<file path="config.mk">
export PLATFORM = sky130hd
export DESIGN_NAME = alu_32_core_flat
export DESIGN_NICKNAME = d
export VERILOG_FILES = /design/src/rtl/alu_32_core_if.sv /design/src/rtl/alu_32_core.sv /design/src/flat_wrapper.sv
export SDC_FILE = /design/constraint.sdc
export NUM_CORES = 1
export LEC_CHECK = 0
export ABC_AREA = 0
export CAP_MARGIN = 25
export CORE_ASPECT_RATIO = 1.75
export CORE_MARGIN = 4
export CORE_UTILIZATION = 55
export CTS_BUF_LIST = sky130_fd_sc_hd__clkbuf_2
export DETAILED_ROUTE_END_ITERATION = 10
export HOLD_SLACK_MARGIN = 0.02
export PLACE_DENSITY = 0.84
export RECOVER_POWER = 50
export SLEW_MARGIN = 20
export SYNTH_ARGS = -nofsm -noshare
export SYNTH_HDL_FRONTEND = slang
export SYNTH_SLANG_ARGS = --single-unit
export TNS_END_PERCENT = 50
</file>
<file path="constraint.sdc">
create_clock -name clk -period 1.15 [get_ports clk]
set_input_delay 0.1725 -clock clk [delete_from_list [all_inputs] [get_ports clk]]
set_output_delay 0.1725 -clock clk [all_outputs]
set_load 0.03 [all_outputs]
</file>
<file path="src/rtl/alu_32_core_if.sv">
// Operand/result bundle for the 32-bit execute-stage ALU.
// The master drives the operands; the slave returns the registered result and flags.
interface alu_32_core_if;
  logic        in_valid;
  logic [31:0] a;
  logic [31:0] b;
  logic [3:0]  alu_control;
  logic        out_valid;
  logic [31:0] out_resultado;
  logic        zero;
  logic        carry_out;
  logic        overflow;

  modport master (
    output in_valid, a, b, alu_control,
    input  out_valid, out_resultado, zero, carry_out, overflow
  );

  modport slave (
    input  in_valid, a, b, alu_control,
    output out_valid, out_resultado, zero, carry_out, overflow
  );
endinterface

</file>
<file path="src/rtl/alu_32_core.sv">
// 32-bit ALU with MIPS-style op encoding.
// Result and flags are registered, giving one cycle of latency; they hold while in_valid is low.
module alu_32_core #(
  parameter int WIDTH = 32
) (
  input  logic          clk,
  input  logic          rst,
  alu_32_core_if.slave  bus
);

  localparam logic [3:0] OP_AND = 4'b0000;
  localparam logic [3:0] OP_OR  = 4'b0001;
  localparam logic [3:0] OP_ADD = 4'b0010;
  localparam logic [3:0] OP_SUB = 4'b0110;
  localparam logic [3:0] OP_SLT = 4'b0111;
  localparam logic [3:0] OP_NOR = 4'b1100;

  logic [WIDTH:0]   w_add;
  logic [WIDTH:0]   w_sub;
  logic             w_add_ovf;
  logic             w_sub_ovf;
  logic [WIDTH-1:0] w_res;
  logic             w_carry;
  logic             w_ovf;

  logic             r_valid;
  logic [WIDTH-1:0] r_res;
  logic             r_zero;
  logic             r_carry;
  logic             r_ovf;

  // The top bit of the 33-bit subtraction is the no-borrow carry.
  assign w_add = {1'b0, bus.a} + {1'b0, bus.b};
  assign w_sub = {1'b0, bus.a} + {1'b0, ~bus.b} + {{WIDTH{1'b0}}, 1'b1};

  assign w_add_ovf = (bus.a[WIDTH-1] == bus.b[WIDTH-1]) &&
                     (w_add[WIDTH-1] != bus.a[WIDTH-1]);
  assign w_sub_ovf = (bus.a[WIDTH-1] != bus.b[WIDTH-1]) &&
                     (w_sub[WIDTH-1] != bus.a[WIDTH-1]);

  always_comb begin
    w_res   = '0;
    w_carry = 1'b0;
    w_ovf   = 1'b0;
    case (bus.alu_control)
      OP_AND: w_res = bus.a & bus.b;
      OP_OR:  w_res = bus.a | bus.b;
      OP_ADD: begin
        w_res   = w_add[WIDTH-1:0];
        w_carry = w_add[WIDTH];
        w_ovf   = w_add_ovf;
      end
      OP_SUB: begin
        w_res   = w_sub[WIDTH-1:0];
        w_carry = w_sub[WIDTH];
        w_ovf   = w_sub_ovf;
      end
      // XOR with overflow keeps the sign test correct across the full signed range.
      OP_SLT: w_res = {{(WIDTH-1){1'b0}}, w_sub[WIDTH-1] ^ w_sub_ovf};
      OP_NOR: w_res = ~(bus.a | bus.b);
      default: w_res = '0;
    endcase
  end

  always_ff @(posedge clk or posedge rst) begin
    if (rst) begin
      r_valid <= 1'b0;
      r_res   <= '0;
      r_zero  <= 1'b1;
      r_carry <= 1'b0;
      r_ovf   <= 1'b0;
    end else begin
      r_valid <= bus.in_valid;
      if (bus.in_valid) begin
        r_res   <= w_res;
        r_zero  <= (w_res == '0);
        r_carry <= w_carry;
        r_ovf   <= w_ovf;
      end
    end
  end

  assign bus.out_valid     = r_valid;
  assign bus.out_resultado = r_res;
  assign bus.zero          = r_zero;
  assign bus.carry_out     = r_carry;
  assign bus.overflow      = r_ovf;

endmodule

</file>
<file path="src/flat_wrapper.sv">
// flat-port wrapper written by rule: the top's interface ports become plain ports
module alu_32_core_flat 
#(
  parameter int WIDTH = 32
)
  (clk, rst, bus_in_valid, bus_a, bus_b, bus_alu_control, bus_out_valid, bus_out_resultado, bus_zero, bus_carry_out, bus_overflow);
  alu_32_core_if bus_i ();
  input  logic clk;
  input  logic rst;
  input wire logic [$bits(bus_i.in_valid)-1:0] bus_in_valid;
  input wire logic [$bits(bus_i.a)-1:0] bus_a;
  input wire logic [$bits(bus_i.b)-1:0] bus_b;
  input wire logic [$bits(bus_i.alu_control)-1:0] bus_alu_control;
  output wire logic [$bits(bus_i.out_valid)-1:0] bus_out_valid;
  output wire logic [$bits(bus_i.out_resultado)-1:0] bus_out_resultado;
  output wire logic [$bits(bus_i.zero)-1:0] bus_zero;
  output wire logic [$bits(bus_i.carry_out)-1:0] bus_carry_out;
  output wire logic [$bits(bus_i.overflow)-1:0] bus_overflow;
  assign bus_i.in_valid = bus_in_valid;
  assign bus_i.a = bus_a;
  assign bus_i.b = bus_b;
  assign bus_i.alu_control = bus_alu_control;
  assign bus_out_valid = bus_i.out_valid;
  assign bus_out_resultado = bus_i.out_resultado;
  assign bus_zero = bus_i.zero;
  assign bus_carry_out = bus_i.carry_out;
  assign bus_overflow = bus_i.overflow;
  alu_32_core #(.WIDTH(WIDTH)) u_core (.clk(clk), .rst(rst), .bus(bus_i));
endmodule
</file>
==> results of run 1 <==
==> Yosys cell counts (13+ instances only) <==
cell type	n	area, sq um
sky130_fd_sc_hd__a21o_1	15	113
sky130_fd_sc_hd__a21oi_1	92	460
sky130_fd_sc_hd__a221o_1	14	140
sky130_fd_sc_hd__a221oi_1	17	149
sky130_fd_sc_hd__a31oi_1	14	87.6
sky130_fd_sc_hd__clkbuf_1	52	195
sky130_fd_sc_hd__dfrtp_1	35	876
sky130_fd_sc_hd__ha_1	110	1380
sky130_fd_sc_hd__inv_1	96	360
sky130_fd_sc_hd__nand2_1	63	236
sky130_fd_sc_hd__nand4_1	18	113
sky130_fd_sc_hd__nor2_1	131	492
sky130_fd_sc_hd__nor3_1	19	95.1
sky130_fd_sc_hd__o21a_1	13	97.6
sky130_fd_sc_hd__o21ai_0	58	290
==> metrics by stage <==
stage,utilization,area [sq um],setup slack [ns],hold slack (ns),std cells
after floorplan,-,7180,-2.80,0.204,986
after global placement,0.889,11100,-3.73,0.487,1594
after detailed placement,0.889,11100,-3.99,0.499,1594
==> logic make-up after synthesis <==
group / share of synthesized area
xor+xnor: 0.0174
compound gates: 0.329
flops: 0.128
fa+ha+maj: 0.204
mux: 0.0229
buf+inv: 0.0835
simple gates: 0.215
==> qor.csv, run 1 <==
stage,metric,value,unit
run_status,status,stopped before the end,
run_status,step where the flow halted,4_1_cts,
run_status,error message,"[ERROR DPL-0038] Utilization greater than 100%, impossible to legalize",
clock_tree,number of CTS-inserted buffers,5,
place,GPL Wtd Cong,1.11,
floorplanning,number of standard-cell rows in the floorplan,54,
clock_tree,Clock Root Buffer,sky130_fd_sc_hd__clkbuf_2,
clock_tree,maximum level of the CTS H-tree,2,
place,HPWL after detailed placement,28600,um
synthesis,Unique masters post-synth,81,
clock_tree,number of buffers on the longest clock path,2,
clock_tree,setup fix buffers added after clock tree synthesis,55,
floorplanning,boundary pin count,107,
synthesis,Post-synth ARST share,1.00,
synthesis,number of synthesis warnings,0,
synthesis,average instance area after synthesis,7.16,sq um
place,count of input and output buffers,106,
clock_tree,hold bufs inserted after CTS,0,
synthesis,mapped cell area,7060,sq um
synthesis,number of flip-flops and latches in the synthesized netlist,36,
floorplanning,Initial Utilization,0.564,
floorplanning,width of the die,93.6,um
synthesis,most instantiated flip-flop cell in the synthesis netlist,sky130_fd_sc_hd__dfrtp_1,
synthesis,post-synthesis instance total,986,
floorplanning,vertical extent of the die,158,um
clock_tree,count of cells resized by post-cts repair,411,
synthesis,synthesized net count,1170,
clock_tree,Sink Count,36,
synthesis,number of flops mapped to enable cells by yosys,0,
synthesis,part of the Yosys area used for sequential elements,0.128,
==> run 2, diff against run 1 <==
Settings changed: CORE_ASPECT_RATIO 1.75 to unset, CORE_UTILIZATION 55 to 40, CTS_BUF_LIST sky130_fd_sc_hd__clkbuf_2 to unset, HOLD_SLACK_MARGIN 0.02 to unset, PLACE_DENSITY 0.84 to unset, PLACE_DENSITY_LB_ADDON set to 0.15.
==> run 2 against run 1 <==
  * The flow now finishes, with violations (negative setup slack)
  * Synthesized cell count did not move
  * Area after synthesis did not move
==> qor.csv, run 2 <==
stage,metric,value,unit,change
hold_path,worst hold path class,primary input to async pin,,
clock_tree,Sink Count,36,,unchanged
finish,number of nets in the final layout,1681,,
clock_tree,clock latency at the later pin of the worst-skew pair,0.27,ns,
critical_path,crit path DAT,4.38,ns,
critical_path,worst setup path category,primary input to flip-flop,,
power_and_ir_drop,Leak,6.26,nW,
synthesis,fraction of the mapped netlist area in compound gates,0.329,,unchanged
sta,Max Clk Rate,238,MHz,
synthesis,Unique masters post-synth,81,,unchanged
sta,total negative slack,-58.30,ns,
finish,area of all sequential standard cells,902,sq um,
floorplanning,die footprint,19800,sq um,
critical_path,beginning of the critical path,bus_b[1],,
critical_path,CP Capture Type,flip-flop,,
grt,total track usage,0.289,,
finish,number of inserted filler cells in the final layout,1309,,
floorplanning,width of the die,141,um,+50%
synthesis,number of synthesis warnings,0,,unchanged
sta,worst slew slack as a fraction of its limit,0.602,,
sta,setup slack after layout,-3.04,ns,
synthesis,post-synthesis instance total,986,,unchanged
finish,proportion of layout cells with a drive suffix above 1,0.499,,
sta,Slew Limit Fails,0,,
place,count of input and output buffers,106,,unchanged
run_status,status,"complete, but fails checks",,
floorplanning,standard cell core area,17300,sq um,
clock_tree,number of CTS-inserted buffers,5,,unchanged
critical_path,R2R Path Start,u_core.bus.zero$_DFFE_PP1P_,,
finish,area added between synthesis and finish,86.5,%,
finish,multi-input gate area in the final layout,6860,sq um,
grt,first-pass GRT wire length,47400,um,
clock_tree,hold bufs inserted after CTS,0,,unchanged
critical_path,maximum net fanout on the critical path,2,,
floorplanning,boundary pin count,107,,unchanged
critical_path,length in cells of the worst reg-to-reg path,2,,
synthesis,Post-synth ARST share,1.00,,unchanged
critical_path,setup slack of the worst register-to-register path,0.34,ns,
critical_path,Worst Setup EP,u_core.bus.zero$_DFFE_PP1P_,,
clock_tree,maximum level of the CTS H-tree,2,,unchanged
synthesis,library cell with the largest summed area after synthesis,sky130_fd_sc_hd__ha_1,,
grt,antenna violations before repair,0,,
synthesis,synthesized net count,1170,,unchanged
finish,Ant. Diodes,0,,
place,HPWL after detailed placement,23800,um,-17%
clock_tree,TritonCTS clock tree,built,,
synthesis,average instance area after synthesis,7.16,sq um,unchanged
synthesis,largest cells by area after synthesis,"sky130_fd_sc_hd__ha_1 (20%), sky130_fd_sc_hd__dfrtp_1 (12%), sky130_fd_sc_hd__nor2_1 (7.0%)",,
synthesis,commonest cells in the synthesized netlist,"sky130_fd_sc_hd__nor2_1 (131), sky130_fd_sc_hd__ha_1 (110), sky130_fd_sc_hd__inv_1 (96), sky130_fd_sc_hd__a21oi_1 (92), sky130_fd_sc_hd__nand2_1 (63)",,
power_and_ir_drop,total power consumption of the routed design,9.47,mW,
synthesis,number of flops mapped to enable cells by yosys,0,,unchanged
sta,setup repair after global routing missed its margin,true,,
clock_tree,number of buffers on the longest clock path,2,,unchanged
floorplanning,number of standard-cell rows in the floorplan,48,,-11%
synthesis,number of flip-flops and latches in the synthesized netlist,36,,unchanged
drt,total number of vias,9591,,
synthesis,multiplexer area fraction after synthesis,0.0229,,unchanged
finish,"commonest non-fill, non-tap cells in the layout","sky130_fd_sc_hd__buf_4 (436), sky130_fd_sc_hd__nor2_1 (118), sky130_fd_sc_hd__ha_1 (80)",,
critical_path,element type at the critical path start,primary input,,
sta,total of endpoints with negative setup slack in the final report,35,,
critical_path,Worst Path Required,1.34,ns,
drt,number of nets with antenna violations after detailed routing,0,,
sta,Clock Skews,0,ns,
synthesis,combinational family with the most area after synthesis,compound AO/OA/AOI/OAI gates,,
synthesis,area fraction of the dominant cell type after synthesis,0.195,,unchanged
job,number of maximum-capacitance violations,0,,
floorplanning,vertical extent of the die,141,um,-11%
sta,measured slew at the worst slew-check pin,0.597,ns,
drt,wire length reported by the detailed router,30900,um,
synthesis,part of the Yosys area used for sequential elements,0.128,,unchanged
synthesis,fraction of synthesized cell area in xor and xnor cells,0.0174,,unchanged
power_and_ir_drop,areal power density over the cells,719,nW/um^2,
clock_tree,Clock Root Buffer,sky130_fd_sc_hd__clkbuf_16,,
run_status,violated checks,negative setup slack,,
place,GPL Wtd Cong,1.00,,-10%
sta,shortest clock period the worst path allows after layout,4.19,ns,
synthesis,mapped cell area,7060,sq um,unchanged
drt,remaining routing DRC violations,0,,
clock_tree,clock-pin slew on the worst setup and hold paths,0.05,ns,
floorplanning,Initial Utilization,0.408,,-0.157
power_and_ir_drop,largest voltage drop on the vdd net,1.45,mV,
critical_path,worst flop-to-flop path endpoint,u_core.bus.zero$_DFFE_PP1P_,,
synthesis,simple-gate share of the synthesized area,0.215,,unchanged
synthesis,"count leader, synth",sky130_fd_sc_hd__nor2_1,,
drt,First DRT Iteration DRCs,784,,
sta,final critical-path share of the clock period,3.65,,
grt,GRT overflow,0,,
grt,via count of the first global-routing pass,9194,,
synthesis,adder-cell share of the synthesized area,0.204,,unchanged
grt,pin count of the biggest net entering global routing,53,,
drt,drt pass-1 iters,5,,
synthesis,most instantiated flip-flop cell in the synthesis netlist,sky130_fd_sc_hd__dfrtp_1,,
finish,most common library cell in the layout ignoring fill and taps,sky130_fd_sc_hd__buf_4,,
finish,flip-flop count of the largest register after layout,32,,
sta,hold violation count in the final report,0,,
drt,vias per cell,5.57,,
drt,WL per Instance,17.9,um,
-- run 2: cell counts after synthesis --
Identical to the previous run, type by type.
-- run 2: stage by stage --
step / util / hold WS (ns) / worst slack [ns] / cells / cell area, sq um
after CTS: 0.721 / 0.179 / -3.22 / 1700 / 12500
after floorplan: - / 0.204 / -2.80 / 986 / 7180
after global routing: 0.761 / 0.299 / -3.35 / 1723 / 13200
final: 0.761 / 0.277 / -3.04 / 1723 / 13200
after detailed placement: 0.655 / 0.470 / -4.01 / 1664 / 11300
after global placement: 0.655 / 0.451 / -3.82 / 1664 / 11300
-- run 2: layout make-up --
cell class | instances | share of cell area
clock buffer | 7 | 0.0108
clock inverter | 1 | 0.000570
inverter | 96 | 0.0290
multi-input combinational | 796 | 0.521
sequential | 36 | 0.0685
tap | 225 | 0.0214
timing repair buffer | 562 | 0.349
-- run 2: worst max-delay path: stages --
cell and delay (ns):
sky130_fd_sc_hd__buf_8 0.08, sky130_fd_sc_hd__clkinvlp_4 0.10, sky130_fd_sc_hd__ha_4 0.22, sky130_fd_sc_hd__or2_4 0.23
sky130_fd_sc_hd__a221o_1 0.41, sky130_fd_sc_hd__a211oi_4 0.36, sky130_fd_sc_hd__o31ai_2 0.09, sky130_fd_sc_hd__o211ai_1 0.09
sky130_fd_sc_hd__buf_4 0.16, sky130_fd_sc_hd__a2bb2oi_4 0.06, sky130_fd_sc_hd__nor2_2 0.10, sky130_fd_sc_hd__nor2_1 0.04
sky130_fd_sc_hd__o21bai_1 0.17, sky130_fd_sc_hd__fa_2 0.24, sky130_fd_sc_hd__nand3b_1 0.12, sky130_fd_sc_hd__o22ai_2 0.07
sky130_fd_sc_hd__a211oi_2 0.23, sky130_fd_sc_hd__nand4_1 0.14, sky130_fd_sc_hd__nor4_2 0.28, sky130_fd_sc_hd__nand3_1 0.12
sky130_fd_sc_hd__nor4_2 0.20, sky130_fd_sc_hd__nand4_1 0.14, sky130_fd_sc_hd__nor4_2 0.20, sky130_fd_sc_hd__nand4_1 0.14
sky130_fd_sc_hd__o32ai_2 0.22
-- run 2: logic make-up after synthesis --
kind of cell    count (synthesis)
mux                            15
flops                          36
simple gates                  317
compound gates                337
fa+ha+maj                     113
buf+inv                       154
xor+xnor                       14
-- run 2: metal layers --
layer  track usage  vias to the layer above  share of wire
li1              -                     4593              -
met3        0.0424                       48          0.080
met5             0                        -              0
met4        0.0520                        0          0.016
met2         0.471                      395           0.46
met1         0.410                     4555           0.44
-- run 2: report_power, final --
part	total [mW]	switching (mW)	internal [mW]
Combinational	6.60	3.35	3.25
Sequential	1.52	0.103	1.42
Clock	1.34	0.482	0.861
-- run 2: worst min-delay path by stage --
stage	to	cells past startpoint	slack [ns]	startpoint
floorplan	u_core.bus.out_valid$_DFF_PP0_	0	0.20	bus_in_valid
global placement	u_core.bus.out_resultado[27]$_DFFE_PP0P_	2	0.45	rst
detailed placement	u_core.bus.out_resultado[27]$_DFFE_PP0P_	2	0.47	rst
CTS	u_core.bus.out_resultado[27]$_DFFE_PP0P_	2	0.18	rst
global route	u_core.bus.out_resultado[22]$_DFFE_PP0P_	2	0.30	rst
finish	u_core.bus.out_resultado[22]$_DFFE_PP0P_	2	0.28	rst
-- run 2: repair_timing --
action                                  CTS  global route
pin swaps                                90            61
resized for setup                       239           135
buffers inserted                         31            24
endpoints found under the setup margin   36            36
No activity file was read; power rests on OpenSTA's default activity.
